**src/rtl/satswarmv2_pkg.sv**
```systemverilog
// Shared types for the clause broadcast fabric: packet layout, canonical
// binary-clause pair and the helper that puts a pair into canonical order.
package satswarmv2_pkg;

   localparam int PKG_NUM_CORES = 4;
   localparam int PKG_LIT_W     = 32;
   localparam int PKG_SRC_W     = (PKG_NUM_CORES > 1) ? $clog2(PKG_NUM_CORES) : 1;

   typedef struct packed {
      logic [PKG_SRC_W-1:0]        src_core;
      logic signed [PKG_LIT_W-1:0] lit0;
      logic signed [PKG_LIT_W-1:0] lit1;
   } shared_packet_t;

   typedef struct packed {
      logic signed [PKG_LIT_W-1:0] lo;
      logic signed [PKG_LIT_W-1:0] hi;
   } canon_pair_t;

   // Signed ordering makes (a,b) and (b,a) the same history key.
   function automatic canon_pair_t canon_binary(input logic signed [PKG_LIT_W-1:0] lit_a,
                                                input logic signed [PKG_LIT_W-1:0] lit_b);
      canon_pair_t p;
      if (lit_a <= lit_b) begin
         p.lo = lit_a;
         p.hi = lit_b;
      end else begin
         p.lo = lit_b;
         p.hi = lit_a;
      end
      return p;
   endfunction

endpackage

```
**src/rtl/import_fifo.sv**
```systemverilog
// Circular-buffer import queue with an occupancy counter; a push is taken
// while full when a pop happens in the same cycle.
module import_fifo #(
   parameter int DEPTH = 16,
   parameter int WIDTH = 64
) (
   input  logic                       clk,
   input  logic                       rst_n,
   input  logic                       flush,
   input  logic                       push_valid,
   input  logic [WIDTH-1:0]           push_data,
   output logic                       full,
   output logic [$clog2(DEPTH):0]     count,
   input  logic                       pop_ready,
   output logic [WIDTH-1:0]           pop_data
);

   localparam int PTR_W = $clog2(DEPTH);

   logic [WIDTH-1:0] mem_q [DEPTH];
   logic [PTR_W-1:0] wr_ptr_q, rd_ptr_q;
   logic [PTR_W:0]   count_q;
   logic             not_empty, do_push, do_pop;

   assign not_empty = (count_q != '0);
   assign full      = (count_q == (PTR_W+1)'(DEPTH));
   assign do_pop    = not_empty && pop_ready;
   assign do_push   = push_valid && (!full || do_pop);
   assign count     = count_q;
   assign pop_data  = not_empty ? mem_q[rd_ptr_q] : '0;

   always_ff @(posedge clk or negedge rst_n) begin
      if (!rst_n) begin
         wr_ptr_q <= '0;
         rd_ptr_q <= '0;
         count_q  <= '0;
      end else if (flush) begin
         wr_ptr_q <= '0;
         rd_ptr_q <= '0;
         count_q  <= '0;
      end else begin
         if (do_push) wr_ptr_q <= wr_ptr_q + 1'b1;
         if (do_pop)  rd_ptr_q <= rd_ptr_q + 1'b1;
         case ({do_push, do_pop})
            2'b10:   count_q <= count_q + 1'b1;
            2'b01:   count_q <= count_q - 1'b1;
            default: count_q <= count_q;
         endcase
      end
   end

   always_ff @(posedge clk) begin
      if (do_push && !flush) mem_q[wr_ptr_q] <= push_data;
   end

endmodule

```
**src/rtl/clause_import_receiver.sv**
```systemverilog
// Per-core receive end of the clause broadcast: capture, classify against
// filters and a small history CAM, queue survivors for the local core.
module clause_import_receiver
   import satswarmv2_pkg::*;
#(
   parameter int NUM_CORES  = PKG_NUM_CORES,
   parameter int CORE_ID    = 0,
   parameter int LIT_W      = PKG_LIT_W,
   parameter int FIFO_DEPTH = 16,
   parameter int HIST_DEPTH = 8,
   parameter int CNT_W      = 16
) (
   input  logic             clk,
   input  logic             rst_n,
   input  logic             bcast_valid,
   input  shared_packet_t   bcast_payload,
   input  logic             import_en,
   input  logic             flush,
   output logic             imp_valid,
   input  logic             imp_ready,
   output logic [LIT_W-1:0] imp_lit0,
   output logic [LIT_W-1:0] imp_lit1,
   output logic [CNT_W-1:0] stat_rx,
   output logic [CNT_W-1:0] stat_accept,
   output logic [CNT_W-1:0] stat_drop_filter,
   output logic [CNT_W-1:0] stat_drop_dup,
   output logic [CNT_W-1:0] stat_drop_full
);

   localparam int SRC_W  = (NUM_CORES > 1) ? $clog2(NUM_CORES) : 1;
   localparam int HP_W   = (HIST_DEPTH > 1) ? $clog2(HIST_DEPTH) : 1;
   localparam int QC_W   = $clog2(FIFO_DEPTH) + 1;
   localparam int N_STAT = 5;

   logic             s1_valid_q;
   shared_packet_t   s1_pkt_q;
   canon_pair_t      s2_pair, head_pair;
   logic [SRC_W-1:0] s2_src;
   logic             s2_bad, q_full, q_deq;
   logic [QC_W-1:0]  q_count;
   logic             ev_rx, ev_filter, ev_dup, ev_full, ev_accept;

   canon_pair_t           hist_pair_q [HIST_DEPTH];
   logic [HIST_DEPTH-1:0] hist_vld_q;
   logic [HIST_DEPTH-1:0] hist_hit;
   logic [HP_W-1:0]       hist_ptr_q;

   logic [N_STAT-1:0] stat_ev;
   logic [CNT_W-1:0]  stat_q [N_STAT];

   // A beat landing in the flush cycle is dropped before it is ever counted.
   assign ev_rx = bcast_valid && !flush;

   always_ff @(posedge clk or negedge rst_n) begin
      if (!rst_n) begin
         s1_valid_q <= 1'b0;
         s1_pkt_q   <= '0;
      end else begin
         s1_valid_q <= ev_rx;
         if (ev_rx) s1_pkt_q <= bcast_payload;
      end
   end

   assign s2_pair = canon_binary(s1_pkt_q.lit0, s1_pkt_q.lit1);
   assign s2_src  = s1_pkt_q.src_core;
   assign s2_bad  = !import_en || (s2_src == SRC_W'(CORE_ID)) ||
                    (s2_pair.lo == '0) || (s2_pair.hi == '0) ||
                    ((s2_pair.lo + s2_pair.hi) == '0);

   for (genvar gi = 0; gi < HIST_DEPTH; gi++) begin : g_hist_cmp
      assign hist_hit[gi] = hist_vld_q[gi] && (hist_pair_q[gi] == s2_pair);
   end

   assign q_deq = imp_valid && imp_ready;

   always_comb begin
      ev_filter = 1'b0;
      ev_dup    = 1'b0;
      ev_full   = 1'b0;
      ev_accept = 1'b0;
      if (s1_valid_q && !flush) begin
         if (s2_bad)                  ev_filter = 1'b1;
         else if (|hist_hit)          ev_dup    = 1'b1;
         else if (q_full && !q_deq)   ev_full   = 1'b1;
         else                         ev_accept = 1'b1;
      end
   end

   // History is written on the accept edge so the very next beat sees it.
   always_ff @(posedge clk or negedge rst_n) begin
      if (!rst_n) begin
         hist_vld_q <= '0;
         hist_ptr_q <= '0;
      end else if (flush) begin
         hist_vld_q <= '0;
         hist_ptr_q <= '0;
      end else if (ev_accept) begin
         hist_vld_q[hist_ptr_q] <= 1'b1;
         hist_ptr_q <= (hist_ptr_q == HP_W'(HIST_DEPTH - 1)) ? '0 : hist_ptr_q + 1'b1;
      end
   end

   always_ff @(posedge clk) begin
      if (ev_accept) hist_pair_q[hist_ptr_q] <= s2_pair;
   end

   import_fifo #(
      .DEPTH (FIFO_DEPTH),
      .WIDTH ($bits(canon_pair_t))
   ) u_fifo (
      .clk        (clk),
      .rst_n      (rst_n),
      .flush      (flush),
      .push_valid (ev_accept),
      .push_data  (s2_pair),
      .full       (q_full),
      .count      (q_count),
      .pop_ready  (imp_ready),
      .pop_data   (head_pair)
   );

   assign imp_valid = (q_count != '0);
   assign imp_lit0  = head_pair.lo;
   assign imp_lit1  = head_pair.hi;

   assign stat_ev = {ev_full, ev_dup, ev_filter, ev_accept, ev_rx};

   for (genvar gi = 0; gi < N_STAT; gi++) begin : g_stat
      always_ff @(posedge clk or negedge rst_n) begin
         if (!rst_n)                                  stat_q[gi] <= '0;
         else if (stat_ev[gi] && (stat_q[gi] != '1))  stat_q[gi] <= stat_q[gi] + 1'b1;
      end
   end

   assign stat_rx          = stat_q[0];
   assign stat_accept      = stat_q[1];
   assign stat_drop_filter = stat_q[2];
   assign stat_drop_dup    = stat_q[3];
   assign stat_drop_full   = stat_q[4];

endmodule

```
**config.mk**
```make
export PLATFORM = sky130hd
export DESIGN_NAME = clause_import_receiver
export DESIGN_NICKNAME = d
export VERILOG_FILES = /design/src/rtl/satswarmv2_pkg.sv /design/src/rtl/import_fifo.sv /design/src/rtl/clause_import_receiver.sv
export SDC_FILE = /design/constraint.sdc
export NUM_CORES = 2
export LEC_CHECK = 0
export CELL_PAD_IN_SITES_DETAIL_PLACEMENT = 1
export CELL_PAD_IN_SITES_GLOBAL_PLACEMENT = 2
export CORE_ASPECT_RATIO = 1.75
export CORE_UTILIZATION = 40
export DETAILED_ROUTE_END_ITERATION = 16
export PLACE_DENSITY_LB_ADDON = 0.12
export SETUP_SLACK_MARGIN = 0.4
export SYNTH_ARGS = -nofsm -noshare
export SYNTH_HDL_FRONTEND = slang
export SYNTH_SLANG_ARGS = --single-unit
```
**constraint.sdc**
```tcl
create_clock -name clk -period 14.5 [get_ports clk]
set_clock_uncertainty 0.05 [all_clocks]
set_input_delay 3.625 -clock clk [delete_from_list [all_inputs] [get_ports clk]]
set_output_delay 3.625 -clock clk [all_outputs]
set_load 0.01 [all_outputs]
```
# [Word-level counts from Yosys, hierarchy flattened]
# Memories as Yosys holds them, arrays and structs flattened.
# Cells that the tools add are included.
# Widths: inputs -> output; s select.
[word_totals] regBits=171 ram_bits=1536 in_bits=72 out_inout_bits=145 word_cells=119 n_memories=2
[op_classes] add_sub_neg=11 magnitude_cmp=3 eq_ne=17 n_mux=32 bitwise=1 n_reduce_logical=39
[memory_table] name="u_fifo.mem_q" words=16 word_bits=64 rd=1 rd_clocked_by_memory_dff=0 write_ports=1 line="import_fifo.sv:20" source="logic [WIDTH-1:0] mem_q [DEPTH];"
[memory_table] name="hist_pair_q" words=8 word_bits=64 rd=8 rd_clocked_by_memory_dff=0 write_ports=1 line="clause_import_receiver.sv:43" source="canon_pair_t hist_pair_q [HIST_DEPTH];"
[ops] op="$eq 64x64->1" count=8
[ops] op="$mux 64" count=2
[ops] op="$logic_not 32->1" count=3
[ops] op="$add 16x1->16 const B" count=5
[ops] op="$ne 16x16->1 const B" count=5
[ops] op="$add 32x32->32" count=1
[ops] op="$le 32x32->1" count=1
[ops] op="$logic_and 1x1->1" count=20
[ops] op="$mux 1" count=18
[ops] op="$mux 4" count=4
[ops] op="$mux 8" count=2
[ops] op="$pmux 5 s2" count=1
[ops] op="$mux 3" count=3
[ops] op="$add 4x1->4 const B" count=2
[ops] op="$or 8x8->8" count=1
[ops] op="$reduce_or 8->1" count=1
[ops] op="$reduce_bool 2->1" count=3
[ops] op="$add 5x1->5 const B" count=1
[ops] op="$eq 5x5->1 const B" count=1
[ops] op="$logic_or 1x1->1" count=5
[ops] op="$mux 5" count=1
[ops] op="$reduce_bool 5->1" count=1
[ops] op="$sub 5x1->5 const B" count=1
[ops] op="$logic_not 1->1" count=4
[ops] op="9 further kinds" count=9

# [Longest topological paths before layout]
[depth] ltp_word=12 depth_mapped=31 ltp_nobuf=25

# [Cells and area by module]
# Synthesis repeated with hierarchy kept, for this count alone.
[unflattened] cells_unflattened=5061 area_unflattened_um2=76691.1
[by_module_without_submodules] module="import_fifo" instances=1 cells_each=1682 area_per_inst_um2=39648.0 seq_area_each_um2=31074.8
[by_module_without_submodules] module="clause_import_receiver" instances=1 cells_each=3379 area_per_inst_um2=37043.0 seq_area_each_um2=19328.5

# [Worst setup path after synthesis]
# Ideal clock, no wire load.
[synth_timing] path_kind="register to register" startpoint="register s1_pkt_q[31] (netlist name)" endpoint="memory hist_pair_q[0][0] (netlist name), enable pin" setup_time_ps=670 arrival_ps=11665 required_ps=13780 path_slack_ps=2115 stages_incl_launch_ff=20 n_path_buf=6 synth_period_minus_slack_ps=12385 cell_sequence="dfrtp_1 clkbuf_1 inv_1 clkbuf_1 ha_1 buf_2 nand4_2 nor4_4 nand4_1 inv_1 a211oi_4 buf_6 buf_6 buf_2 o21ai_0 a221oi_1 and3_1 a32oi_1 nand3_1 nor4b_1"
[synth_rtl] item="start, declared" line="clause_import_receiver.sv:36" source="shared_packet_t s1_pkt_q;"
[synth_rtl] item="start signal, assigned" line="clause_import_receiver.sv:60" source="if (ev_rx) s1_pkt_q <= bcast_payload;"
[synth_rtl] item="end, declared" line="clause_import_receiver.sv:43"

==> results.json <==
{
  "crit_path_start_kind": "flip-flop",
  "combPwrFrac": 0.299,
  "boundaryPins": 217,
  "power_density_nw_per_um2": 170.3,
  "fin_setup_tns_ns": 0,
  "synth_cell_types": 91,
  "syn_area_per_cell_sq_um": 15.78,
  "yosys.area.top_type": "edfxtp_1",
  "fmax_mhz": 91.63,
  "max-vdd-ir-drop_v": 0.0003328,
  "grt_pass1_wl_microns": 565300,
  "async_reset_ff_frac": 0.1002,
  "rrSetupSlack_ns": 3.59,
  "dr.pass1.iters": 8,
  "path_max_fanout": 88,
  "start_util": 0.4034,
  "netlist_area_sq_um": 75580,
  "die_w_microns": 330.6,
  "finalCritPeriodShare": 0.7527,
  "grt_use_total": 0.4683,
  "required_ns": 14.92,
  "hold_viol_final": 0,
  "hpwl_microns": 304500,
  "placedCellCount": 7459,
  "core_sq_um": 187300,
  "port_buffers": 216,
  "drive_above_1_share": 0.1873,
  "synthTopCellsByCount": "edfxtp_1 (1,536), mux4_2 (320), xnor2_1 (244)",
  "synth-seq-cells": 1707,
  "seq_area_frac_synth": 0.6669,
  "grt_pass1_vias": 53800,
  "min_to": "stat_drop_filter[10]",
  "setup_viol": 0,
  "grt_overflow": 0,
  "clock-sinks": 1707,
  "fin_util": 0.4713,
  "syn_to_final_growth_pct": 16.82,
  "yosysMostFrequentCell": "edfxtp_1",
  "p_clk_frac": 0.309,
  "synthTopCellsByArea": "edfxtp_1 (61%), mux4_2 (9.5%), dfrtp_1 (5.7%), xnor2_1 (2.8%), xor2_1 (2.4%)",
  "rsz0062_at_grt": "false",
  "timing.hold.ws_ns": 0.4326,
  "fp.dieArea_sq_um": 190800,
  "cts_tree": "built",
  "p_leak_nw": 29.29,
  "postCtsSetupBuffers": 0,
  "cts_buffer_depth": 4,
  "grt_antenna_before_repair": 115,
  "swShare": 0.3494,
  "clk-insertion-delay-late_ns": 0.86,
  "clk_pin_slew_worst_paths_ns": 0.06,
  "cts_resized": 0,
  "synth-edff-count": 1536,
  "worstSetupPathType": "reg -> reg",
  "h-tree-depth": 4,
  "dr.first_iter.drc_count": 7470,
  "critPathCaptureType": "flip-flop",
  "grt_max_degree": 116,
  "ant_nets": 0,
  "syn_nets": 4941,
  "synthCells": 4789,
  "wl_per_cell_microns": 55.39,
  "p_sw_mw": 5.254,
  "violations": "capacitance limit, slew limit",
  "synth_ff_type": "edfxtp_1",
  "die_y_microns": 577.0,
  "cts_made_buffers": 171,
  "r2r-end": "u_fifo.mem_q[0][38]",
  "routabilityCongestion": 1.109,
  "cts_root_buf": "clkbuf_16",
  "r2r_start": "s1_pkt_q[6]",
  "placed_area_sq_um": 82100,
  "netlist.area_leader.share": 0.6103,
  "fin_nets": 5356,
  "via_per_inst": 6.907,
  "slew_viol_final": 35,
  "placementRows": 210,
  "crit_arrival_ns": 11.33,
  "drc": 0,
  "seqPwrFrac": 0.392,
  "slew_headroom": -0.1699,
  "fin_crit_ns": 10.91,
  "final_area_sq_um": 88290,
  "p_int_mw": 9.782,
  "drv_cap": 6,
  "reg2reg_depth": 23,
  "hold_path.class": "reg -> reg",
  "fillers": 18060,
  "worstMarginPinSlew_ns": 1.755,
  "hold_buffers": 0,
  "finalWirelength_microns": 437500,
  "min_path_cells": 1,
  "vias": 54550,
  "status": "complete, but fails checks",
  "hold_start": "stat_drop_filter[10]",
  "final_cells": 7898,
  "yosysWarnings": 0
}
-- cell usage in the layout, fill, tap and decap left out, types with 25 or more instances in the layout --
cell type / count
nand2_1: 193
clkinv_2: 30
o2bb2ai_1: 40
clkdlybuf4s50_1: 214
dfrtp_1: 157
nor3_1: 39
ha_1: 78
xnor2_1: 240
clkbuf_16: 177
clkinv_1: 39
a22oi_1: 25
a221oi_1: 70
nor2_1: 104
and3_1: 31
o2111ai_1: 26
nand3_1: 88
a22o_1: 37
clkbuf_1: 38
and2_1: 71
a21oi_1: 86
nand4_1: 89
mux2i_1: 44
o22ai_1: 153
inv_1: 208
buf_4: 263
nor4_1: 119
xor2_1: 201
diode_2: 127
mux4_2: 320
edfxtp_1: 1536
o21ai_0: 133
-- cell type report --
type,count,area (sq um),area share
Antenna cell,127,317.8,0.003599
Clock buffer,221,4643,0.05259
Clock inverter,81,967.2,0.01095
Inverter,252,945.9,0.01071
Multi-Input combinational cell,2580,23580,0.2671
Sequential cell,1707,50430,0.5712
Tap cell,2438,3050,0.03455
Timing Repair Buffer,492,4358,0.04936
-- through the flow --
step | setup slack (ns) | total power, mW
finish | 3.587 | 15.04
global route | 3.408 | 15.19
CTS | 3.920 | 14.85
detailed placement | 3.946 | 10.26
global placement | 3.907 | 10.22
floorplan | 2.115 | 7.899
-- power by group through the flow --
stage | Clock, mW | Combinational [mW] | Sequential, mW
global placement | 0 | 4.23 | 5.99
CTS | 4.67 | 4.28 | 5.89
global route | 4.79 | 4.49 | 5.90
detailed placement | 0 | 4.27 | 6.00
floorplan | 0 | 1.93 | 5.97
finish | 4.64 | 4.50 | 5.90
-- cells by family after synthesis --
family / Yosys count / share of synthesized area
DFF: 1707 / 0.6669
and+or+nand+nor: 867 / 0.06113
AOI/OAI and AO/OA: 790 / 0.07396
buffers and inverters: 502 / 0.02665
xor gates and xnor gates: 447 / 0.05180
muxes: 396 / 0.1061
adders and majority gates: 80 / 0.01344
-- worst max path at each step --
stage / from / end / slack (ns) / cells after the start
2_1_floorplan: s1_pkt_q[31] / hist_pair_q[0][0] / 2.11 / 19
3_3_place_gp: s1_pkt_q[9] / u_fifo.mem_q[0][44] / 3.91 / 22
3_5_place_dp: s1_pkt_q[9] / u_fifo.mem_q[0][45] / 3.95 / 22
4_1_cts: s1_pkt_q[28] / u_fifo.mem_q[0][38] / 3.92 / 22
5_1_grt: s1_pkt_q[28] / u_fifo.mem_q[0][38] / 3.41 / 22
6_report: s1_pkt_q[6] / u_fifo.mem_q[0][38] / 3.59 / 23
-- flip-flops by register name, indices dropped and copies added, names as in the netlist, 16 cells and up --
name / count
u_fifo.mem_q: 1024
stat_accept: 16
stat_drop_dup: 16
stat_drop_full: 16
s1_pkt_q: 64
stat_rx: 16
stat_drop_filter: 16
hist_pair_q: 512
-- metal layers --
layer  track usage  vias to the layer above  share of wire
met1        0.4605                    28370           0.31
met3        0.1735                     1940          0.090
met4        0.5329                       36           0.13
met5      0.005371                        -        0.00083
li1              -                    19930              -
met2        0.7122                     4273           0.47
-- worst max-delay path: stages (launching register included) --
cell,delay (ns)
dfrtp_1,0.32
buf_4,0.42
clkinv_1,0.48
buf_4,0.36
ha_1,0.38
nand2_1,0.16
o21ai_0,0.16
a221oi_1,0.70
a31oi_2,0.34
o211ai_1,0.37
buf_12,0.53
mux2i_2,0.74
inv_1,0.65
xnor2_1,0.28
nand4_1,0.13
nor4_1,0.08
buf_4,0.16
nor4_1,0.45
nand3_1,0.88
nor2_1,0.40
nand2_1,0.26
nor3_2,0.86
buf_4,0.38
buf_4,0.71
(Power assumes the default switching activity.)
